[config.mk]
export PLATFORM = sky130hd
export DESIGN_NAME = wb_stage
export DESIGN_NICKNAME = d
export VERILOG_FILES = /design/src/rtl/wb_stage_pkg.sv /design/src/rtl/wb_lane_unpack.sv /design/src/rtl/wb_stage.sv
export SDC_FILE = /design/constraint.sdc
export NUM_CORES = 1
export LEC_CHECK = 0
export BUFFER_PORTS_ARGS = -buffer_cell sky130_fd_sc_hd__buf_2
export CAP_MARGIN = 20
export CORE_AREA = 3 3 261 263
export CTS_CLUSTER_SIZE = 12
export DETAILED_ROUTE_END_ITERATION = 10
export DIE_AREA = 0 0 264 266
export GPL_TIMING_DRIVEN = 0
export SETUP_SLACK_MARGIN = 0.5
export SKIP_CTS_REPAIR_TIMING = 1
export SYNTH_ARGS = -nofsm -noshare
export SYNTH_HDL_FRONTEND = slang
export SYNTH_SLANG_ARGS = --single-unit
[constraint.sdc]
create_clock -name clk -period 2.9 [get_ports clk]
set_input_delay 0.58 -clock clk [delete_from_list [all_inputs] [get_ports clk]]
set_output_delay 0.58 -clock clk [all_outputs]
set_load 0.03 [all_outputs]
[src/rtl/wb_stage_pkg.sv]
// wb_stage_pkg: bus widths, field offsets, FSM encoding and the unpacked lane record shared by wb_stage
package wb_stage_pkg;
  localparam int ES_TO_WS_BUS_WD = 119;
  localparam int FORWAED_BUS_WD  = 86;
  localparam int BUS_PC        = 0;
  localparam int BUS_RESULT    = 32;
  localparam int BUS_DEST      = 64;
  localparam int BUS_GR_WE     = 69;
  localparam int BUS_CSR_WDATA = 70;
  localparam int BUS_CSR_ADDR  = 102;
  localparam int BUS_CSR_WEN   = 116;
  localparam int BUS_TLBWR     = 117;
  localparam int BUS_TLBRD     = 118;
  typedef enum logic {IDLE = 1'b0, SECOND = 1'b1} state_e;
  typedef struct packed {
    logic        live;
    logic        tlbrd;
    logic        tlbwr;
    logic        csr_wen;
    logic [13:0] csr_addr;
    logic [31:0] csr_wdata;
    logic        rf_we;
    logic [4:0]  dest;
    logic [31:0] result;
    logic [31:0] pc;
  } lane_t;
  function automatic logic side_effect(input lane_t l);
    return l.csr_wen | l.tlbrd | l.tlbwr;
  endfunction
endpackage

[src/rtl/wb_lane_unpack.sv]
// wb_lane_unpack: slices one execute lane bus (valid_i, bus_i) into a lane_t record (lane_o) with live and masked regfile write decode
import wb_stage_pkg::*;
module wb_lane_unpack (
  input  logic [1:0]                 valid_i,
  input  logic [ES_TO_WS_BUS_WD-1:0] bus_i,
  output lane_t                      lane_o
);
  assign lane_o.live      = valid_i == 2'b11;
  assign lane_o.tlbrd     = bus_i[BUS_TLBRD];
  assign lane_o.tlbwr     = bus_i[BUS_TLBWR];
  assign lane_o.csr_wen   = bus_i[BUS_CSR_WEN];
  assign lane_o.csr_addr  = bus_i[BUS_CSR_ADDR +: 14];
  assign lane_o.csr_wdata = bus_i[BUS_CSR_WDATA +: 32];
  assign lane_o.dest      = bus_i[BUS_DEST +: 5];
  assign lane_o.rf_we     = bus_i[BUS_GR_WE] & |bus_i[BUS_DEST +: 5];
  assign lane_o.result    = bus_i[BUS_RESULT +: 32];
  assign lane_o.pc        = bus_i[BUS_PC +: 32];
endmodule

[src/rtl/wb_stage.sv]
// wb_stage: dual-lane writeback; in es0/es1 valid+bus, out ws_ready, two rf ports, one csr port, tlb pulses, forward buses, retire_cnt, debug pcs
import wb_stage_pkg::*;
module wb_stage (
  input  logic                       clk,
  input  logic                       resetn,
  input  logic [1:0]                 es0_to_ws_valid,
  input  logic [ES_TO_WS_BUS_WD-1:0] es0_to_ws_bus,
  input  logic [1:0]                 es1_to_ws_valid,
  input  logic [ES_TO_WS_BUS_WD-1:0] es1_to_ws_bus,
  output logic                       ws_ready,
  output logic                       rf_we0,
  output logic [4:0]                 rf_waddr0,
  output logic [31:0]                rf_wdata0,
  output logic                       rf_we1,
  output logic [4:0]                 rf_waddr1,
  output logic [31:0]                rf_wdata1,
  output logic                       csr_we,
  output logic [13:0]                csr_waddr,
  output logic [31:0]                csr_wdata,
  output logic                       tlbrd_we,
  output logic                       tlbwr_we,
  output logic [FORWAED_BUS_WD-1:0]  forward_data1,
  output logic [FORWAED_BUS_WD-1:0]  forward_data2,
  output logic [63:0]                retire_cnt,
  output logic [31:0]                debug_wb_pc0,
  output logic [31:0]                debug_wb_pc1
);
  lane_t l0, l1;
  state_e state_q, state_d;
  logic conflict, c0, c1;
  logic [63:0] retire_cnt_q;
  wb_lane_unpack u_lane0 (.valid_i(es0_to_ws_valid), .bus_i(es0_to_ws_bus), .lane_o(l0));
  wb_lane_unpack u_lane1 (.valid_i(es1_to_ws_valid), .bus_i(es1_to_ws_bus), .lane_o(l1));
  // Two side-effecting lanes never share a cycle; the held pair is replayed in SECOND for lane 1 only.
  always_comb begin
    conflict = l0.live & l1.live & side_effect(l0) & side_effect(l1);
    c0       = resetn & (state_q == IDLE) & l0.live;
    c1       = resetn & l1.live & ((state_q == SECOND) | ~conflict);
    ws_ready = ~resetn | (state_q == SECOND) | ~conflict;
    state_d  = (state_q == IDLE && conflict) ? SECOND : IDLE;
  end
  always_ff @(posedge clk or negedge resetn) begin
    if (!resetn) begin
      state_q      <= IDLE;
      retire_cnt_q <= '0;
    end else begin
      state_q      <= state_d;
      retire_cnt_q <= retire_cnt_q + 64'(c0) + 64'(c1);
    end
  end
  assign rf_we0        = c0 & l0.rf_we & ~(c1 & l1.rf_we & (l0.dest == l1.dest));
  assign rf_waddr0     = l0.dest;
  assign rf_wdata0     = l0.result;
  assign rf_we1        = c1 & l1.rf_we;
  assign rf_waddr1     = l1.dest;
  assign rf_wdata1     = l1.result;
  assign csr_we        = (c0 & l0.csr_wen) | (c1 & l1.csr_wen);
  assign csr_waddr     = (c1 & l1.csr_wen) ? l1.csr_addr : l0.csr_addr;
  assign csr_wdata     = (c1 & l1.csr_wen) ? l1.csr_wdata : l0.csr_wdata;
  assign tlbrd_we      = (c0 & l0.tlbrd) | (c1 & l1.tlbrd);
  assign tlbwr_we      = (c0 & l0.tlbwr) | (c1 & l1.tlbwr);
  assign forward_data1 = {c0, l0.csr_wen, l0.csr_addr, l0.csr_wdata, l0.rf_we, l0.dest, l0.result};
  assign forward_data2 = {c1, l1.csr_wen, l1.csr_addr, l1.csr_wdata, l1.rf_we, l1.dest, l1.result};
  assign retire_cnt    = retire_cnt_q;
  assign debug_wb_pc0  = c0 ? l0.pc : 32'd0;
  assign debug_wb_pc1  = c1 ? l1.pc : 32'd0;
endmodule
Yosys cells after proc, flatten, opt, wreduce, memory -nomap -nowiden
Cells that the tools add are included.
- register bits: 65
- bits in latches: 0
- RAM bits: 0
- memory bits (read-only): 0
- bits of input ports: 244
- word-level logic and storage cells: 48
- memories: 0
- add/subtract/negate cells: 2
- multipliers: 0
- div/mod/pow operators: 0
- $lt $le $gt $ge: 0
- equality and inequality tests: 3
- shift operators: 0
- muxes and demuxes: 5
- bitwise logic cells: 33
- reduce and logical (&&, ||, !) cells: 3
- operator list (cell ; count):
    adder 64 x 1 -> 64 bit ; 2
    2-to-1 mux 32 bit ; 3
    bitwise AND 1 bit ; 19
    2-to-1 mux 14 bit ; 1
    OR 1 bit ; 10
    OR reduction 5 bit ; 2
    equality test 5 bit ; 1
    equality test 2 bit, second input constant ; 2
    inverter 1 bit ; 4
    logical AND 1 bit ; 1
    2-to-1 mux 1 bit ; 1

Depth between registers and ports, before layout
- word-level depth: 11
- mapped depth: 13
- depth with buffers taken out: 10

Modules after synthesis
Synthesis repeated with hierarchy kept, for this count alone.
- cells, all modules: 744
- area total of the unflattened synthesis: 6605.1 µm²
- by module, submodules not included (module ; times used ; cells each ; area an instance (µm²)):
    wb_stage ; 1 ; 502 ; 4790.8
    wb_lane_unpack ; 2 ; 121 ; 907.1

Worst setup path before layout
Ideal clock, no wire load.
- path type: input-to-reg
- start: input port es0_to_ws_bus[117]
- end: register retire_cnt_q[26] (netlist: retire_cnt[26])
- library setup time: 134 ps
- data arrival time: 3125 ps
- required time: 2766 ps
- slack: -360 ps
- stages on the path: 12
- cells stage by stage: nor3_1 nor3_1 nor2_1 clkbuf_1 clkbuf_1 fa_1 ha_1 nand3_1 or4_1 nor2_1 nand4_1 xnor2_1
- word-level cells in the longest chain between the ends: 7
- ends and longest elaborated chain (item ; line ; text):
    start: declaration ; wb_stage.sv:7 ; input logic [ES_TO_WS_BUS_WD-1:0] es0_to_ws_bus,
    OR 1 bit ; wb_stage_pkg.sv:28 ; return l.csr_wen | l.tlbrd | l.tlbwr;
    bitwise AND 1 bit (2 in series) ; wb_stage.sv:36 ; conflict = l0.live & l1.live & side_effect(l0) & side_effect(l1);
    inverter 1 bit ; wb_stage.sv:38 ; c1 = resetn & l1.live & ((state_q == SECOND) | ~conflict);
    OR 1 bit ; wb_stage.sv:38 ;
    bitwise AND 1 bit ; wb_stage.sv:38 ;
    via c1 ; wb_stage.sv:30 ; logic conflict, c0, c1;
    adder 64 x 1 -> 64 bit ; wb_stage.sv:48 ; retire_cnt_q <= retire_cnt_q + 64'(c0) + 64'(c1);
    end signal: assignment ; wb_stage.sv:48 ;
    end: declaration ; wb_stage.sv:31 ; logic [63:0] retire_cnt_q;
The timed path passes the listed nets, and every way through them passes these cells.

Worst setup path in the final report
- start: input port es1_to_ws_bus[116]
- end: register retire_cnt_q[61] (netlist: retire_cnt[61])
- word-level cells in the longest chain between the ends: 7
- ends and longest elaborated chain (item ; line ; text):
    start: declaration ; wb_stage.sv:9 ; input logic [ES_TO_WS_BUS_WD-1:0] es1_to_ws_bus,
    OR 1 bit (2 in series) ; wb_stage_pkg.sv:28 ;
    bitwise AND 1 bit ; wb_stage.sv:36 ;
    inverter 1 bit ; wb_stage.sv:38 ;
    OR 1 bit ; wb_stage.sv:38 ;
    bitwise AND 1 bit ; wb_stage.sv:38 ;
    via c1 ; wb_stage.sv:30 ;
    adder 64 x 1 -> 64 bit ; wb_stage.sv:48 ;
The timed path passes the listed nets, and every way through them passes these cells.

==> flow_metrics.tcl <==
set metrics [dict create \
    vias 7285 \
    grt_pass1_wl_mm 62.6 \
    synth_edf_count 0 \
    drive_above_1_share_pct 81.9 \
    ios 670 \
    ys_ff_latch 65 \
    yosysMostFrequentCell "buf_4" \
    synth_top_area_cell "buf_4" \
    die_w_um 264 \
    start_util_pct 9.17 \
    seq_area_frac_synth_pct 26.9 \
    cts_root_buf "clkbuf_16" \
    async_flop_share_pct 100 \
    crit_fanout 5 \
    synth_area_um2 6040 \
    route.detailed.drc 0 \
    clockBufferDepth 2 \
    synth_top_area_share_pct 30.3 \
    finalSetupViolCount 2 \
    hold_violations 0 \
    internal-power_w 0.00233 \
    antenna_found_initial 29 \
    irDropWorstVdd_mv 0.278 \
    rsz0062_at_grt "true" \
    syn_inst 664 \
    dp_hpwl_mm 46.0 \
    status "finished, violations left" \
    port_buffers 605 \
    r2r_setup_slack_ns -0.03 \
    p_switching_w 0.00154 \
    tritoncts "done" \
    critical_path_class "in -> reg" \
    core_area_um2 65900 \
    pwr-share-seq_pct 26.3 \
    power_frac_comb_pct 48.6 \
    worstPathRequired_ns 3.11 \
    multi_input_area_um2 3280 \
    dr.first_iter.drc_count 395 \
    nNetsFinal 1593 \
    slew-limit-headroom_pct 61.0 \
    gp_congestion 0.955 \
    p_per_area_nw_per_um2 294 \
    dieArea_um2 70200 \
    area_delta_synth_final_pct 118 \
    violations "setup timing" \
    antenna_left 0 \
    final_max_slew_viol_count 0 \
    min_path_type "in -> async" \
    clock_sinks 65 \
    period_needed_ns 2.93 \
    arrival_ns 3.14 \
    avgSynthCellArea_um2 9.10 \
    fin_worst_skew_ns 0.00469 \
    via_per_inst 3.28 \
    post_drt_wl_per_cell_um 23.9 \
    ys_warn_count 0 \
    max_freq_mhz 341 \
    fp-row-count 94 \
    power_frac_clock_pct 25.0 \
    ys_types 35 \
    maxCapViolCount 0 \
    syn-num-nets 910 \
    clock_latency_ns 0.33 \
    fin_ws_ns -0.0316 \
    cts_made_buffers 9 \
    grt_max_degree 69 \
    cts_max_level 3 \
    seq_area_um2 1630 \
    worstSetupStartpointType "input port" \
    fillerInstances 7204 \
    power.leakage_nw 7.09 \
    yosys_most_used_dff "dfrtp_1" \
    routed_wl_mm 53.1 \
    synthTopCellsByCount "244 x buf_4, 65 x and2_1, 65 x dfrtp_1" \
    synth.area.top_cells "buf_4 30%, dfrtp_1 27%, mux2_2 8.6%" \
    period_share_pct 101 \
    clk_pin_slew_ns 0.05 \
    worstSetupEndpointType "register" \
    holdWs_ns 0.0811 \
    die_y_um 266 \
    worstMarginPinSlew_ns 0.580 \
    grt_overflow 0 \
    grt_pass1_vias 6656 \
    power_w 0.00388 \
    drt_first_pass_iters 4 \
    grt_util_all_layers_pct 13.3 \
    swShare_pct 39.8 \
]
==> power by group through the flow <==
stage / sequential (W) / combinational [W] / clock [W]
floorplan: 0.00110 / 0.000908 / 0
global placement: 0.00103 / 0.00163 / 0
detailed placement: 0.00103 / 0.00164 / 0
CTS: 0.00102 / 0.00164 / 0.000986
global route: 0.00103 / 0.00196 / 0.00103
finish: 0.00102 / 0.00189 / 0.000971
==> metal layers <==
metal | up-vias | GRT usage (%) | part of all wire [%]
met5 | - | 1.55 | 0.47
met4 | 18 | 5.47 | 4.1
met3 | 73 | 7.36 | 12
met2 | 427 | 20.6 | 47
met1 | 3453 | 14.9 | 36
li1 | 3314 | - | -
==> critical path, cell delays in order <==
cell	delay (ns)
buf_2	0.17
nor3_4	0.21
nor3_4	0.07
nor2_4	0.13
buf_6	0.14
buf_8	0.11
fa_2	0.22
nand4_1	0.20
or4_4	0.64
nor4b_4	0.36
nand4_1	0.15
xnor2_1	0.15
==> metrics by stage <==
| step | setup slack (ns) | cell area, um^2 | cells | setup TNS (ns) | util (%) |
|---|---|---|---|---|---|
| global placement | -3.02 | 10300 | 2133 | -293.15 | 15.6 |
| CTS | -2.08 | 10500 | 2147 | -170.04 | 16.0 |
| global route | -0.189 | 13200 | 2219 | -3.40 | 20.0 |
| detailed placement | -2.43 | 10300 | 2133 | -191.09 | 15.6 |
| finish | -0.0316 | 13200 | 2222 | -0.0616 | 20.0 |
| floorplan | -0.0205 | 6170 | 664 | -0.0875 | - |
==> cell usage in the layout, fill, tap and decap left out, drive strengths merged, types with 2 or more instances in the layout <==
cell type and instances:
a22o 2, and2 65, and3 8, and4 4
buf 920, clkbuf 24, dfrtp 65, diode 8
inv 13, mux2 46, nand2 24, nand3 26
nand4 20, nor2 20, nor3 17, nor4 14
o21a 2, or3 2, or4 5, xnor2 40
xor2 27
==> state kept, by name, indices dropped and copies added (netlist names) <==
signal	count
retire_cnt	64
state_q	1
==> path summary, 6_finish.rpt <==
path | startpoint | to | cells after the start
worst min register to register | retire_cnt[63] | retire_cnt[63] | 1
min in group clk | retire_cnt[63] | retire_cnt[63] | 1
worst max register to register | state_q | retire_cnt[61] | 11
max in group asynchronous | resetn | retire_cnt[10] | 1
worst min-delay path | resetn | retire_cnt[11] | 1
worst max-delay path | es1_to_ws_bus[116] | retire_cnt[61] | 12
==> layout make-up <==
| cell class | instances | area share (%) |
|---|---|---|
| Clock buffer | 14 | 2.00 |
| Inverter | 13 | 0.370 |
| Multi-Input combinational cell | 328 | 24.9 |
| Tap cell | 864 | 8.20 |
| Timing Repair Buffer | 672 | 36.4 |
| Antenna cell | 8 | 0.152 |
| Buffer | 258 | 15.6 |
| Sequential cell | 65 | 12.3 |
==> logic make-up (layout without fill, tap and decap cells) <==
kind of cell / Yosys count / count (layout) / synth area share (%)
other: 0 / 8 / 0
adder cells (fa/ha/maj): 2 / 2 / 0.539
multiplexers: 46 / 46 / 8.58
XOR/XNOR: 67 / 67 / 9.72
buffers and inverters: 271 / 957 / 32.2
AND/OR/NAND/NOR: 209 / 209 / 21.5
AO/OA/AOI/OAI: 4 / 4 / 0.539
flip-flops: 65 / 65 / 26.9
Power figures use the tool's default switching activity.
